==> config.mk <==
export PLATFORM = sky130hd
export DESIGN_NAME = adaptive_binarization
export DESIGN_NICKNAME = d
export VERILOG_FILES = /design/src/rtl/adaptive_binarization.sv
export SDC_FILE = /design/constraint.sdc
export NUM_CORES = 1
export LEC_CHECK = 0
export BUFFER_PORTS_ARGS = -buffer_cell sky130_fd_sc_hd__buf_2
export CORE_ASPECT_RATIO = 0.6
export CORE_UTILIZATION = 50
export CTS_BUF_LIST = sky130_fd_sc_hd__clkbuf_8 sky130_fd_sc_hd__clkbuf_16
export DETAILED_ROUTE_END_ITERATION = 8
export GPL_ROUTABILITY_DRIVEN = 0
export GPL_TIMING_DRIVEN = 0
export PLACE_DENSITY = 0.68
export SLEW_MARGIN = 10
export SYNTH_ARGS = -nofsm -noshare
export SYNTH_HDL_FRONTEND = slang
export SYNTH_SLANG_ARGS = --single-unit
==> constraint.sdc <==
create_clock -name clk -period 11.41 [get_ports clk]
set_input_delay 0 -clock clk [delete_from_list [all_inputs] [get_ports clk]]
set_output_delay 0 -clock clk [all_outputs]
set_load 0.1 [all_outputs]
==> src/rtl/adaptive_binarization.sv <==
// Luminance binariser with fixed, previous-frame-mean, or mean-with-hysteresis threshold.
// Optional feature macro BINARIZE_FRAME_STATS_EN adds the per-frame white_count output.
module adaptive_binarization #(
  parameter int DATA_W         = 8,
  parameter int OUT_W          = 24,
  parameter int CNT_W          = 22,
  parameter int HYST           = 4,
  parameter int INIT_THRESHOLD = 80
) (
  input  logic              clk,
  input  logic              rst,
  input  logic              pre_vsync,
  input  logic              pre_clken,
  input  logic              pre_data_valid,
  input  logic [DATA_W-1:0] pre_luma,
  input  logic [1:0]        cfg_mode,
  input  logic [DATA_W-1:0] cfg_threshold,
  input  logic              cfg_invert,
  output logic              post_vsync,
  output logic              post_clken,
  output logic              post_data_valid,
  output logic [OUT_W-1:0]  post_data,
  output logic [DATA_W-1:0] cur_threshold,
  output logic              thr_update
`ifdef BINARIZE_FRAME_STATS_EN
  ,
  output logic [CNT_W-1:0]  white_count
`endif
);

  localparam int SUM_W = DATA_W + CNT_W;
  localparam int BIT_W = $clog2(SUM_W);
  localparam logic [CNT_W-1:0]  CNT_MAX  = '1;
  localparam logic [DATA_W-1:0] LUMA_MAX = '1;
  localparam logic [DATA_W-1:0] HYST_N   = DATA_W'(HYST);
  localparam logic [DATA_W:0]   HYST_W   = (DATA_W+1)'(HYST);

  typedef enum logic [1:0] {IDLE, DIV, LOAD} state_t;

  state_t state, state_next;

  logic              boundary, pixel;
  logic [DATA_W-1:0] thr, thr_hi, thr_lo;
  logic [DATA_W:0]   thr_sum;
  logic              decision, out_bit, bit_q, hyst_q;

  logic [SUM_W-1:0]  sum, quo;
  logic [CNT_W-1:0]  cnt, divisor, rem, rem_next;
  logic [CNT_W:0]    rem_shift;
  logic              q_bit;
  logic [BIT_W-1:0]  bit_cnt;

  // post_vsync doubles as the previous-cycle vsync for edge detection.
  assign boundary  = pre_vsync & ~post_vsync;
  assign pixel     = pre_clken & pre_data_valid;
  assign post_data = {OUT_W{bit_q}};

  // NOTE: every variable gets a default first so no path through the block infers a latch.
  always_comb begin
    thr      = (cfg_mode == 2'd1 || cfg_mode == 2'd2) ? cur_threshold : cfg_threshold;
    thr_sum  = {1'b0, thr} + HYST_W;
    thr_hi   = (thr_sum > {1'b0, LUMA_MAX}) ? LUMA_MAX : thr_sum[DATA_W-1:0];
    thr_lo   = (thr < HYST_N) ? '0 : thr - HYST_N;
    decision = pre_luma > thr;
    if (cfg_mode == 2'd2) begin
      if (pre_luma > thr_hi)      decision = 1'b1;
      else if (pre_luma < thr_lo) decision = 1'b0;
      else                        decision = hyst_q;
    end
    out_bit = decision ^ cfg_invert;
  end

  // NOTE: sequential state uses non-blocking assignments so every register samples pre-edge values.
  always_ff @(posedge clk or posedge rst) begin
    if (rst) begin
      post_vsync      <= 1'b0;
      post_clken      <= 1'b0;
      post_data_valid <= 1'b0;
      bit_q           <= 1'b0;
      hyst_q          <= 1'b0;
    end else begin
      post_vsync      <= pre_vsync;
      post_clken      <= pre_clken;
      post_data_valid <= pre_data_valid;
      if (pre_clken) bit_q <= out_bit;
      if (post_data_valid && !pre_data_valid) hyst_q <= 1'b0;
      else if (pixel)                         hyst_q <= decision;
    end
  end

  // Frame statistics; a pixel coinciding with the boundary opens the new frame.
  always_ff @(posedge clk or posedge rst) begin
    if (rst) begin
      sum <= '0;
      cnt <= '0;
    end else if (boundary) begin
      sum <= pixel ? SUM_W'(pre_luma) : '0;
      cnt <= pixel ? CNT_W'(1) : '0;
    end else if (pixel && cnt != CNT_MAX) begin
      sum <= sum + SUM_W'(pre_luma);
      cnt <= cnt + CNT_W'(1);
    end
  end

  // Restoring divider step: the dividend shifts out of quo MSB-first while quotient bits shift in.
  always_comb begin
    rem_shift = {rem, quo[SUM_W-1]};
    q_bit     = rem_shift >= {1'b0, divisor};
    rem_next  = q_bit ? rem_shift[CNT_W-1:0] - divisor : rem_shift[CNT_W-1:0];
  end

  always_ff @(posedge clk or posedge rst) begin
    if (rst) state <= IDLE;
    else     state <= state_next;
  end

  always_comb begin
    state_next = state;
    if (boundary) begin
      state_next = (cnt != '0) ? DIV : IDLE;
    end else begin
      unique case (state)
        DIV:     if (bit_cnt == '0) state_next = LOAD;
        LOAD:    state_next = IDLE;
        default: state_next = IDLE;
      endcase
    end
  end

  always_ff @(posedge clk or posedge rst) begin
    if (rst) begin
      quo           <= '0;
      rem           <= '0;
      divisor       <= '0;
      bit_cnt       <= '0;
      cur_threshold <= DATA_W'(INIT_THRESHOLD);
      thr_update    <= 1'b0;
    end else begin
      thr_update <= 1'b0;
      if (boundary) begin
        quo     <= sum;
        divisor <= cnt;
        rem     <= '0;
        bit_cnt <= BIT_W'(SUM_W - 1);
      end else if (state == DIV) begin
        quo     <= {quo[SUM_W-2:0], q_bit};
        rem     <= rem_next;
        bit_cnt <= bit_cnt - BIT_W'(1);
      end else if (state == LOAD) begin
        cur_threshold <= (quo[SUM_W-1:DATA_W] != '0) ? LUMA_MAX : quo[DATA_W-1:0];
        thr_update    <= 1'b1;
      end
    end
  end

`ifdef BINARIZE_FRAME_STATS_EN
  logic [CNT_W-1:0] white_cnt;

  always_ff @(posedge clk or posedge rst) begin
    if (rst) begin
      white_cnt   <= '0;
      white_count <= '0;
    end else if (boundary) begin
      white_count <= white_cnt;
      white_cnt   <= (pixel && out_bit) ? CNT_W'(1) : '0;
    end else if (pixel && out_bit && white_cnt != CNT_MAX) begin
      white_cnt <= white_cnt + CNT_W'(1);
    end
  end
`endif

endmodule

-- Word-level counts from Yosys, hierarchy flattened
Cells that the tools add are included.
- multiplexer cells: 29
- multipliers: 0
- bitwise operators: 6
- $add $sub $neg: 6
- order comparisons: 6
- equality and inequality tests: 6
- reduce and logical (&&, ||, !) cells: 11
- divide/modulo/power cells: 0
- shift-type cells: 0
- operators by type and width (operator ; number):
    30-bit 2-to-1 mux ; 4
    22-bit 2-to-1 mux ; 5
    22-bit nonzero test ; 2
    8-bit 2-to-1 mux ; 5
    30-bit by 8-bit adder with 30-bit output ; 1
    23-bit by 22-bit greater-or-equal comparator with 1-bit output ; 1
    22-bit by 1-bit adder with 22-bit output, second input constant ; 1
    22-bit != test, second input constant ; 1
    22-bit subtractor ; 1
    8-bit greater-than comparator ; 2
    1-bit 2-to-1 mux ; 10
    5-bit 2-to-1 mux ; 2
    8-bit by 3-bit adder with 9-bit output, second input constant ; 1
    9-bit by 8-bit greater-than comparator with 1-bit output, second input constant ; 1
    8-bit by 3-bit < comparator with 1-bit output, second input constant ; 1
    8-bit < comparator ; 1
    8-bit by 3-bit subtractor with 8-bit output, second input constant ; 1
    2-bit 2-to-1 mux ; 3
    2-bit nonzero test ; 3
    5-bit zero test ; 1
    5-bit by 1-bit subtractor with 5-bit output, second input constant ; 1
    2-bit by 1-bit equality test with 1-bit output, second input constant ; 2
    2-bit equality test, second input constant ; 2
    3-bit != test, second input constant ; 1
    7 further kinds ; 11
- memories: 0
- logic and storage cells: 78
- latch bits: 0
- memory bits (read-only): 0
- register bits after elaboration: 147
- RAM bits: 0

-- Longest topological paths before layout
Gate-level depths: netlist of run 1.
- depth in word-level cells: 11
- depth in mapped cells: 20
- gate-level depth less buffers: 19

-- Least setup slack after synthesis of run 1
Ideal clock, no wire load.
- path kind: register to register
- from: reg cur_threshold[3]
- to: reg bit_q
- cell stages (with the launch flop): 18
- buffers on the path: 0
- setup slack: 7.127 ns
- library setup time: 0.123 ns
- arrival time: 4.160 ns
- cells stage by stage: dfrtp_1 > mux2i_1 > inv_1 > ha_1 > or3b_1 > nor4_1 > a21oi_1 > nor3_1 > nor2_1 > ha_1 > nor2b_1 > o21a_1 > o21a_1 > o21bai_1 > a21oi_1 > o211ai_1 > xor2_1 > a21oi_1
- cells in the longest elaborated chain, start to end: 8
- RTL lines (item ; line ; RTL):
    start: declaration ; 23 ; output logic [DATA_W-1:0] cur_threshold,
    start signal: assignment ; 136 ; cur_threshold <= DATA_W'(INIT_THRESHOLD);
    start signal: assignment ; 150 ; cur_threshold <= (quo[SUM_W-1:DATA_W] != '0) ? LUMA_MAX : quo[DATA_W-1:0];
    8-bit 2-to-1 mux (*) ; 60 ; thr = (cfg_mode == 2'd1 || cfg_mode == 2'd2) ? cur_threshold : cfg_threshold;
    8-bit by 3-bit adder with 9-bit output, or another cell as far along ; 61 ; thr_sum = {1'b0, thr} + HYST_W;
    9-bit by 8-bit greater-than comparator with 1-bit output / 8-bit 2-to-1 mux (equally long branches) ; 62, 63 ;
    8-bit 2-to-1 mux / 8-bit < comparator (equally long branches) ; 62, 67 ;
    8-bit greater-than comparator / 1-bit 2-to-1 mux (equally long branches) ; 66, 67 ;
    1-bit 2-to-1 mux ; 66 ; if (pre_luma > thr_hi) decision = 1'b1;
    1-bit 2-to-1 mux (*) ; 65 ; if (cfg_mode == 2'd2) begin
    1-bit XOR (*) ; 70 ; out_bit = decision ^ cfg_invert;
    end signal: assignment ; 85 ; if (pre_clken) bit_q <= out_bit;
    end: declaration ; 45 ; logic decision, out_bit, bit_q, hyst_q;
Mark *: on every way between the ends. The rest lies on a longest branch, timed or not.
A chain may end at the register's enable or synchronous reset.

-- Final worst setup path of run 1
Same ends and word-level chain as after synthesis.

==> results of run 1 <==
-- power breakdown --
group,internal (W),leakage [nW],switching (W),total [W]
sequential,0.000606,1.91,0.0000823,0.000688
combinational,0.000426,2.61,0.000650,0.00108
clock,0.000313,0.275,0.000250,0.000563
total,0.00134,4.80,0.000982,0.00233
-- path summary, 6_finish.rpt --
check | slack (ns) | start | cells after the start | end
setup / recovery | 6.82 | cur_threshold[3]$_DFFE_PP0P_ | 17 | bit_q$_DFFE_PP0P_
hold / removal | 0.17 | rst | 3 | rem[12]$_DFFE_PP0N_
setup reg to reg | 6.82 | cur_threshold[3]$_DFFE_PP0P_ | 17 | bit_q$_DFFE_PP0P_
hold reg to reg | 0.50 | divisor[0]$_DFFE_PP0P_ | 2 | divisor[0]$_DFFE_PP0P_
max in group asynchronous | 10.50 | rst | 4 | cnt[4]$_DFFE_PP0P_
min in group clk | 0.25 | pre_vsync | 2 | post_vsync$_DFF_PP0_
-- routing by layer --
metal | global-route usage (%) | wire [um]
met5 | 0 | 0
met4 | 4.58 | 123
met3 | 6.07 | 1840
met2 | 32.9 | 9020
met1 | 45.0 | 13200
-- worst min-delay path, stage by stage --
cell           delay [ns]
dlygate4sd3_1        0.53
buf_2                0.15
inv_8                0.38
-- timing repair --
action                                 4_1_cts  5_1_grt
hold buffers                                13        0
gates resized for setup                      0        0
endpoints found under the hold margin       89        0
-- placed cells by master (no fill, tap or decap), drive strengths merged, types with 13 or more instances in the layout --
master,instances
a21oi,66
a31oi,31
and3,14
buf,91
clkbuf,56
dfrtp,145
dlygate4sd3,13
ha,60
inv,56
mux2i,19
nand2,133
nand3,26
nand4,18
nor2,103
nor2b,14
nor3,20
nor4,13
o21ai,68
xnor2,34
xor2,35
-- cell type report --
cell class	instances	share of cell area, %
plain buffers	69	3.49
inverters	48	1.77
multi-input cells	780	47.5
clock buffers	18	4.14
repair buffers	73	4.27
flip-flops and latches	147	34.7
well taps	240	2.83
clock inverters	14	1.32
-- registers in the layout, summed over array words and instances (netlist names) --
signal           count
bit_cnt              5
bit_q                1
cnt                 22
cur_threshold        8
divisor             22
hyst_q               1
post_clken           1
post_data_valid      1
post_vsync           1
quo                 30
rem                 22
state                2
sum                 30
thr_update           1
-- logic make-up (layout without fill, tap and decap cells) --
kind of cell             Yosys count  after routing  share of synthesized area [%]
XOR/XNOR                          69             69                           6.52
AO/OA/AOI/OAI                    237            237                           16.3
buffers and inverters            117            222                           5.94
flip-flops                       147            147                           39.7
adder cells (fa/ha/maj)           63             63                           8.64
AND/OR/NAND/NOR                  386            386                           19.8
multiplexers                      25             25                           3.05
-- cell usage after synthesis, types with 13 or more instances --
master / instances
xnor2_1: 34
o21ai_0: 67
a31oi_1: 30
xor2_1: 35
mux2i_1: 17
nor2_1: 103
ha_1: 60
buf_4: 24
inv_1: 48
clkbuf_1: 37
dfrtp_1: 145
a21oi_1: 66
nor3_1: 20
nand2_1: 133
nor2b_1: 14
and3_1: 13
nand3_1: 26
nor4_1: 13
nand4_1: 16
-- stage by stage --
step	hold slack, ns	setup slack, ns	utilization, %	power (W)	cells
floorplan	0.0314	7.13	-	0.00154	1044
global placement	0.135	5.64	54.4	0.00173	1343
detailed placement	0.121	6.63	54.6	0.00175	1344
CTS	0.218	6.88	58.6	0.00232	1389
global route	0.245	6.48	58.6	0.00248	1389
finish	0.173	6.82	58.6	0.00233	1389
==> summary.md, run 1 <==
| Metric | Value |
|---|---|
| CTS Sinks | `147` |
| Min cycle time layout | `4.59 ns` |
| Hold Crit Class | `primary input to asynchronous set/reset pin` |
| Slew @ Worst Pin | `0.990 ns` |
| Synth top area share | `39.2%` |
| Slew margin rel. | `33.6%` |
| Gate Count Post-Synth | `1,044` |
| Setup bufs post-CTS | `0` |
| Top delay family on crit path | `simple AND/OR/NAND/NOR gates` |
| Final Cycle Share | `40.3%` |
| Final #Nets | `1,222` |
| Worst setup EP type | `flop` |
| Setup Skew | `0.0141 ns` |
| Max-cap check violation count | `0` |
| Area used by multi-input combinational logic | `5040 um2` |
| Critical path start-end classification | `flop to flop` |
| Synth top area cells | `dfrtp_1 (39%), ha_1 (8.1%), nand2_1 (5.4%)` |
| I/O Pins | `60` |
| Post-synth top flop | `dfrtp_1` |
| Power per cell area | `219 nW/um2` |
| Initial antenna violation count | `0` |
| Area of the core | `18,100 um2` |
| CP Data Required Time | `11.73 ns` |
| Buffers on Ports | `59` |
| Antenna diode count | `0` |
| Die Wd | `178 um` |
| Most used cell, CP | `a21oi_1` |
| Largest stage delay, worst path | `0.67 ns` |
| DRT Pass-1 Iters | `5` |
| Top cell type by total area after synthesis | `dfrtp_1` |
| Layout cell share with drive strength beyond 1 | `13.7%` |
| Setup TNS | `0 ns` |
| Final Cell Area | `10,600 um2` |
| Starting Density | `51.2%` |
| Die H | `107 um` |
| Post-synthesis cell area | `9270 um2` |
| Synth Warn # | `0` |
| DP HPWL | `17,800 um` |
| DRT iter0 DRCs | `612` |
| Library cells used by synthesis | `76` |
| Clock transition at path regs | `0.07 ns` |
| DR DRC count | `0` |
| Fmax | `218 MHz` |
| Area grow syn2layout | `14.5%` |
| Clock latency on the worst-skew pair | `0.43 ns` |
| Congestion Overflow GR | `0` |
| Ys async rst share | `100%` |
| Max Buffers Root-to-Sink | `2` |
| Root buffer cell | `clkbuf_16` |
| Largest net degree at the start of global routing | `80` |
| Vias in the first global route | `7,098` |
| Register area | `3680 um2` |
| Final setup fails | `0` |
| Worst Path Max Fanout | `8` |
| GRT Util Overall | `26.6%` |
| Seq/Total Area, Yosys | `39.7%` |
| Startpoint Class | `flop` |
| Status | `finished clean` |
| Via-per-instance ratio | `5.67` |
| ANT nets after route | `0` |
| Slew Limit Fails | `0` |
| Yosys reg bits | `147` |
| Num rows | `38` |
| Average cell area after synthesis | `8.88 um2` |
| Net Count, Synth | `1,130` |
| CTS tree | `built` |
| Placed instance area | `9900 um2` |
| CP Buf/Inv Count | `1` |
| Slowest CP cell | `mux2i_1` |
| Post-synth EDFFs | `0` |
| Final Hold Fails | `0` |
| LEAKAGE | `4.80 nW` |
| Critical-path cell list | `mux2i_1, inv_1, ha_1, or3b_1, nor4_1, a21oi_1, nor3_1, nor2_1, ha_1, nor2b_1, o21a_1, o21a_1, o21bai_1, a21oi_1, o211ai_1, xor2_1, a21oi_1` |
| Die ar. | `19,100 um2` |
| Filler cells | `1,615` |
| DRT Wirelength | `24,200 um` |
| RSZ-0062 raised after global routing | `no` |
| First-pass GRT wire length | `38,900 um` |
| DR vias | `7,875` |
| Wirelength per Cell | `17.4 um` |
| CTS H-tree lvls | `4` |
| Worst IR drop on VDD | `0.123 mV` |
| TritonCTS buffer count | `17` |
| CP arrival | `4.91 ns` |
No activity file was read; power rests on OpenSTA's default activity.
==> run 2: changes to the inputs <==
- ABC_AREA: default -> 1
- clock period: 11.41 -> 4.3 ns (I/O delays scaled with it)
==> run 2 against run 1 <==
  * Via count increased by 17%
  * Utilization up 0.52 points
  * Non-clock buffer count decreased by 18
  * First-iteration DRC count is 84% higher
  * Sequential share of layout area fell by 0.84 points
==> summary.md, run 2 <==
| Metric | Value |
|---|---|
| Post-synthesis xor/xnor area fraction | `1.92%` |
| CTS Hold Bufs | `9` |
| Final setup fails | `0` |
| Final Cell Area | `10,900 um2` |
| Fin Hold WS | `0.0242 ns` |
| TritonCTS buffer count | `17` |
| Worst Path Max Fanout | `7` |
| Post-CTS resize count | `0` |
| Starting Density | `52.0%` |
| GR Layer Usage met1 | `48.5%` |
| Largest stage delay, worst path | `0.35 ns` |
| Synth top area share | `37.9%` |
| CTS Sinks | `147` |
| Final Hold Fails | `0` |
| Average cell area after synthesis | `7.56 um2` |
| Yosys reg bits | `147` |
| Seq/Total Area, Yosys | `38.4%` |
| Buffers on Ports | `59` |
| Post-synthesis adder-cell area fraction | `8.26%` |
| Net Count, Synth | `1,352` |
| CP Data Required Time | `4.66 ns` |
| Slew margin rel. | `36.2%` |
| Largest net degree at the start of global routing | `116` |
| Clock latency on the worst-skew pair | `0.44 ns` |
| Worst IR drop on VDD | `0.341 mV` |
| Post-synth EDFFs | `0` |
| First-pass GRT wire length | `45,700 um` |
| DRT Pass-1 Iters | `7` |
| I/O Pins | `60` |
| Setup bufs post-CTS | `0` |
| Synth Warn # | `0` |
| Area grow syn2layout | `13.5%` |
| Setup Skew | `0.0160 ns` |
| Final Cycle Share | `76.6%` |
| RSZ-0062 raised after global routing | `no` |
| Congestion Overflow GR | `0` |
| CTS H-tree lvls | `4` |
| Library cells used by synthesis | `50` |
| Max Buffers Root-to-Sink | `2` |
| Final worst setup slack | `1.00 ns` |
| Top delay family on crit path | `simple AND/OR/NAND/NOR gates` |
| Post-place setup slack | `0.720 ns` |
| Core Util, Final | `59.1%` |
| Slowest CP cell | `dfrtp_1` |
| Gate Count Post-Synth | `1,266` |
| Main combinational cell family by area after synthesis | `simple AND/OR/NAND/NOR gates` |
| Worst setup EP type | `flop` |
| Via-per-instance ratio | `5.71` |
| Post-synthesis cell area | `9570 um2` |
| Initial antenna violation count | `0` |
| Startpoint Class | `flop` |
| Hold Crit Class | `primary input to flop` |
| Final #Nets | `1,440` |
| Placed instance area | `10,200 um2` |
| Slew Limit Fails | `0` |
| Vias in the first global route | `8,306` |
| Area of the core | `18,400 um2` |
| Die H | `109 um` |
| Synth Area in Simple Gates | `24.6%` |
| CP Buf/Inv Count | `3` |
| Die Wd | `181 um` |
| Most used cell, CP | `nand2_1` |
| Slew @ Worst Pin | `0.954 ns` |
| Clock transition at path regs | `0.07 ns` |
| GRT Util Overall | `30.3%` |
| Ys async rst share | `100%` |
| Num rows | `38` |
| Post-synth top flop | `dfrtp_1` |
| Antenna diode count | `0` |
| Wirelength per Cell | `17.5 um` |
| Most common library cells after synthesis | `nand2_1 (301), inv_1 (161), dfrtp_1 (145), nor2_1 (101), o21ai_0 (101)` |
| DR DRC count | `0` |
| Met3 usage | `8.45%` |
| Most frequent cells in the layout | `nand2_1 (301), inv_1 (161), dfrtp_1 (145)` |
| Critical-path cell list | `inv_1, o21ai_1, inv_1, ha_1, nor3_1, nand4_1, nor3_1, a21oi_1, inv_2, nor2_1, ha_1, a21oi_1, o31ai_1, nand2_1, a22oi_1, nor2_1, nand2_1, nand2_1, nand2_1, nand3_1, nand2_1` |
| Status | `finished clean` |
| DRT iter0 DRCs | `1,127` |
| Layout cell share with drive strength beyond 1 | `11.7%` |
| Die ar. | `19,700 um2` |
| Met2 usage | `38.9%` |
| CTS tree | `built` |
| DR vias | `9,180` |
| LEAKAGE | `5.20 nW` |
| Most frequent cell after synthesis | `nand2_1` |
| Fmax | `303 MHz` |
| Compound-Gate Fraction of Synth Area | `16.6%` |
| Synth top area cells | `dfrtp_1 (38%), nand2_1 (12%), ha_1 (7.8%)` |
| Biggest regs | `quo (30), sum (30)` |
| Most crowded layer after global routing | `met1` |
| Min cycle time layout | `3.30 ns` |
| DRT Wirelength | `28,200 um` |
| Critical path start-end classification | `flop to flop` |
| CP arrival | `3.66 ns` |
| Multiplexer area fraction after synthesis | `0%` |
| Max-cap check violation count | `0` |
| Power per cell area | `601 nW/um2` |
| Root buffer cell | `clkbuf_16` |
| DP HPWL | `21,200 um` |
| Commonest non-fill, non-tap cell in the layout | `nand2_1` |
| Top cell type by total area after synthesis | `dfrtp_1` |
| ANT nets after route | `0` |
## run 2: worst register-to-register path, cell delays in order (launching register included)
cell and delay, ns:
dfrtp_1 0.35, inv_1 0.06, o21ai_1 0.26, inv_1 0.22, ha_1 0.24, nor3_1 0.17
nand4_1 0.12, nor3_1 0.14, a21oi_1 0.14, inv_2 0.12, nor2_1 0.05, ha_1 0.32
a21oi_1 0.07, o31ai_1 0.20, nand2_1 0.07, a22oi_1 0.27, nor2_1 0.08, nand2_1 0.09
nand2_1 0.07, nand2_1 0.06, nand3_1 0.06, nand2_1 0.06
## run 2: worst paths after layout
kind / endpoint / slack, ns / cells after the start / startpoint
setup reg to reg: bit_q$_DFFE_PP0P_ / 1.00 / 21 / cur_threshold[2]$_DFFE_PP0P_
hold / removal: sum[2]$_DFFE_PP0P_ / 0.02 / 5 / pre_luma[2]
hold reg to reg: divisor[0]$_DFFE_PP0P_ / 0.50 / 2 / divisor[0]$_DFFE_PP0P_
max in group asynchronous: rem[7]$_DFFE_PP0N_ / 3.33 / 4 / rst
min in group asynchronous: rem[21]$_DFFE_PP0N_ / 0.08 / 3 / rst
setup / recovery: bit_q$_DFFE_PP0P_ / 1.00 / 21 / cur_threshold[2]$_DFFE_PP0P_
## run 2: metal layers
metal	share of wire [%]	routed length, um
met1	52	14600
met4	0.89	251
met3	11	3220
met5	0	0
met2	36	10100
## run 2: through the flow
stage / TNS [ns] / cells / power, W
after CTS: 0 / 1607 / 0.00647
after detailed placement: 0 / 1566 / 0.00498
after floorplan: 0 / 1266 / 0.00425
after global placement: -220.16 / 1565 / 0.00493
after global routing: 0 / 1607 / 0.00699
final: 0 / 1607 / 0.00653
## run 2: cell families after synthesis
kind of cell / count (synthesis)
fa+ha+maj: 62
xor+xnor: 21
simple gates: 543
compound gates: 270
buf+inv: 223
flops: 147
## run 2: power by group
part           leakage (nW)  internal (W)  switching (W)
registers              1.94       0.00160       0.000186
logic                  2.98       0.00108        0.00218
clock network         0.274      0.000813       0.000670
## run 2: area by class of cell
cell class | count | area, um2
Clock buffer | 17 | 425
Buffer | 55 | 340
Inverter | 168 | 641
Fill cell | 1693 | 7530
Sequential cell | 147 | 3680
Multi-Input combinational cell | 896 | 4920
Clock inverter | 15 | 150
Tap cell | 240 | 300
Timing Repair Buffer | 69 | 413
==> run 3: changes to the inputs <==
- PLACE_DENSITY: 0.68 -> 0.7
- clock period: 4.3 -> 3.03 ns (I/O delays scaled with it)
==> run 3 against run 2 <==
  * The run now ends with negative setup slack left
  * Clock-buffer cell count rose by 1
  * First-iteration DRC count decreased by 0.35%
  * Fmax increased by 7.8%
  * Via count grew 1.0%
  * Cell area rose by 2.3%
  * Non-clock buffer count rose by 11
  * Die area unchanged
==> summary.md, run 3 (same netlist as run 2, synthesis figures left out) <==
| Metric | Value |
|---|---|
| Starting Density | `52.0%` |
| Final setup fails | `1` |
| Worst Path Max Fanout | `5` |
| Clk pwr share | `23.0%` |
| Die ar. | `19,700 um2` |
| Sequential Power Share | `26.9%` |
| Largest net degree at the start of global routing | `37` |
| DP HPWL | `21,500 um` |
| Hold Crit Class | `primary input to flop` |
| DRT Pass-1 Iters | `7` |
| Final Hold Fails | `0` |
| Largest stage delay, worst path | `0.61 ns` |
| Via-per-instance ratio | `5.73` |
| Final #Nets | `1,451` |
| Final Cell Area | `11,100 um2` |
| Num rows | `38` |
| Non-filler cells, final | `1,618` |
| Initial antenna violation count | `0` |
| Clock latency on the worst-skew pair | `0.44 ns` |
| R2R depth | `19` |
| DRT iter0 DRCs | `1,123` |
| Min-Delay Path Depth | `5` |
| ANT nets after route | `0` |
| Commonest non-fill, non-tap cell in the layout | `nand2_1` |
| Slew Limit Fails | `0` |
| Slew @ Worst Pin | `1.01 ns` |
| Antenna diode count | `0` |
| Power per cell area | `849 nW/um2` |
| Congestion Overflow GR | `0` |
| Fin Hold WS | `0.0416 ns` |
| Max-cap check violation count | `0` |
| GRT Util Overall | `30.2%` |
| Wirelength per Cell | `17.6 um` |
| Met2 routed WL | `10,700 um` |
| Startpoint Class | `flop` |
| Slowest CP cell | `dfstp_4` |
| Worst IR drop on VDD | `0.454 mV` |
| TritonCTS buffer count | `17` |
| P_int | `0.00511 W` |
| Dpl cells | `1,569` |
| Post-place setup slack | `-0.439 ns` |
| Biggest regs | `quo (30), sum (30)` |
| Root buffer cell | `clkbuf_16` |
| Min cycle time layout | `3.06 ns` |
| RSZ-0062 raised after global routing | `yes` |
| Vias in the first global route | `8,296` |
| Final Cycle Share | `101%` |
| Met1 wire length | `14,000 um` |
| Failing checks | `negative setup slack` |
| CTS tree | `built` |
| Die Wd | `181 um` |
| Slew margin rel. | `32.7%` |
| CTS H-tree lvls | `4` |
| Most frequent cells in the layout | `nand2_1 (301), inv_1 (158), dfrtp_1 (141)` |
| Layout cell share with drive strength beyond 1 | `14.1%` |
| Critical path start-end classification | `flop to flop` |
| Max Buffers Root-to-Sink | `2` |
| CTS Sinks | `147` |
| Most used cell, CP | `nand2_1` |
| DR DRC count | `0` |
| LEAKAGE | `5.30 nW` |
| Net Sw Frac | `45.9%` |
| DR vias | `9,273` |
| Buffers on Ports | `59` |
| DRT Wirelength | `28,500 um` |
| Met3 routed WL | `3450 um` |
| First-pass GRT wire length | `45,300 um` |
| Area grow syn2layout | `16.1%` |
| Combinational share of power | `50.2%` |
| Status | `finished with violations` |
| Die H | `109 um` |
| Area of the core | `18,400 um2` |
| Clock transition at path regs | `0.07 ns` |
| CP Data Required Time | `3.39 ns` |
| CP arrival | `3.42 ns` |
| Worst setup EP type | `flop` |
| Highest routed layer | `met4` |
| Final worst setup slack | `-0.0264 ns` |
| Critical-path cell list | `inv_1, o21ai_2, inv_2, nor3_2, xor2_1, a21oi_2, inv_2, nor2_2, ha_1, a21oi_2, o31ai_2, nand2_1, a22oi_2, nor2_1, nand2_1, nand2_1, nand2_1, nand3_1, nand2_1` |
| I/O Pins | `60` |
| Setup Skew | `0.0126 ns` |
| Placed instance area | `10,300 um2` |
| Fmax | `327 MHz` |
| Switch Pwr | `0.00434 W` |
| Core Util, Final | `60.4%` |
==> run 3: cell count changes in the layout (fill, tap and decap cells not counted), sizes merged <==
cell / delta
buf: +11
clkinv: +3
clkinvlp: -3
inv: -2
bufinv: +1
clkbuf: +1
==> run 3: through the flow <==
step,power (W),TNS (ns)
finish,0.00944,-0.0264
global route,0.0101,-0.376
CTS,0.00929,0
detailed placement,0.00710,-0.810
global placement,0.00700,-0.944
floorplan,0.00604,0
==> run 3: power by group through the flow <==
stage          sequential, W  combinational (W)  clock, W
2_1_floorplan        0.00257            0.00347         0
5_1_grt              0.00257            0.00523   0.00227
3_5_place_dp         0.00256            0.00454         0
4_1_cts              0.00253            0.00460   0.00217
3_3_place_gp         0.00255            0.00444         0
6_report             0.00254            0.00474   0.00217
==> run 3: metal layers <==
| layer | vias to the layer above | track usage [%] |
|---|---|---|
| met5 | - | 0 |
| met4 | 0 | 6.96 |
| met3 | 31 | 8.72 |
| met2 | 504 | 39.9 |
| met1 | 4336 | 47.3 |
| li1 | 4402 | - |
==> run 3: path summary, 6_finish.rpt <==
path,from,endpoint,slack (ns)
max in group asynchronous,rst,cur_threshold[1]$_DFFE_PP0P_,2.07
worst max register to register,cur_threshold[6]$_DFFE_PP1P_,bit_q$_DFFE_PP0P_,-0.03
min in group asynchronous,rst,sum[15]$_DFFE_PP0P_,0.14
worst min-delay path,pre_luma[2],sum[2]$_DFFE_PP0P_,0.04
worst min register to register,quo[26]$_DFFE_PP0N_,quo[27]$_DFFE_PP0N_,0.48
worst max-delay path,cur_threshold[6]$_DFFE_PP1P_,bit_q$_DFFE_PP0P_,-0.03
==> run 3: worst max-delay path: cells and delay by family (launching register included) <==
family	cells	cell delay, ns
and+or+nand+nor	9	0.75
adders and majority gates	1	0.32
xor gates and xnor gates	1	0.26
AOI/OAI and AO/OA	5	0.80
buffers and inverters	3	0.25
DFF	1	0.61
==> run 3: area by class of cell <==
cell class	count	area (um2)
fillers	1674	7280
multi-input cells	896	5010
flip-flops and latches	147	3690
inverters	168	639
repair buffers	80	538
clock buffers	18	439
plain buffers	55	340
well taps	240	300
clock inverters	14	156
==> run 3: repair_timing <==
action	CTS	global route
hold buffers	9	0
resized for setup	5	17
pin swaps	0	18
setup buffers	0	8
setup endpoints to repair	2	3
endpoints found under the hold margin	88	0
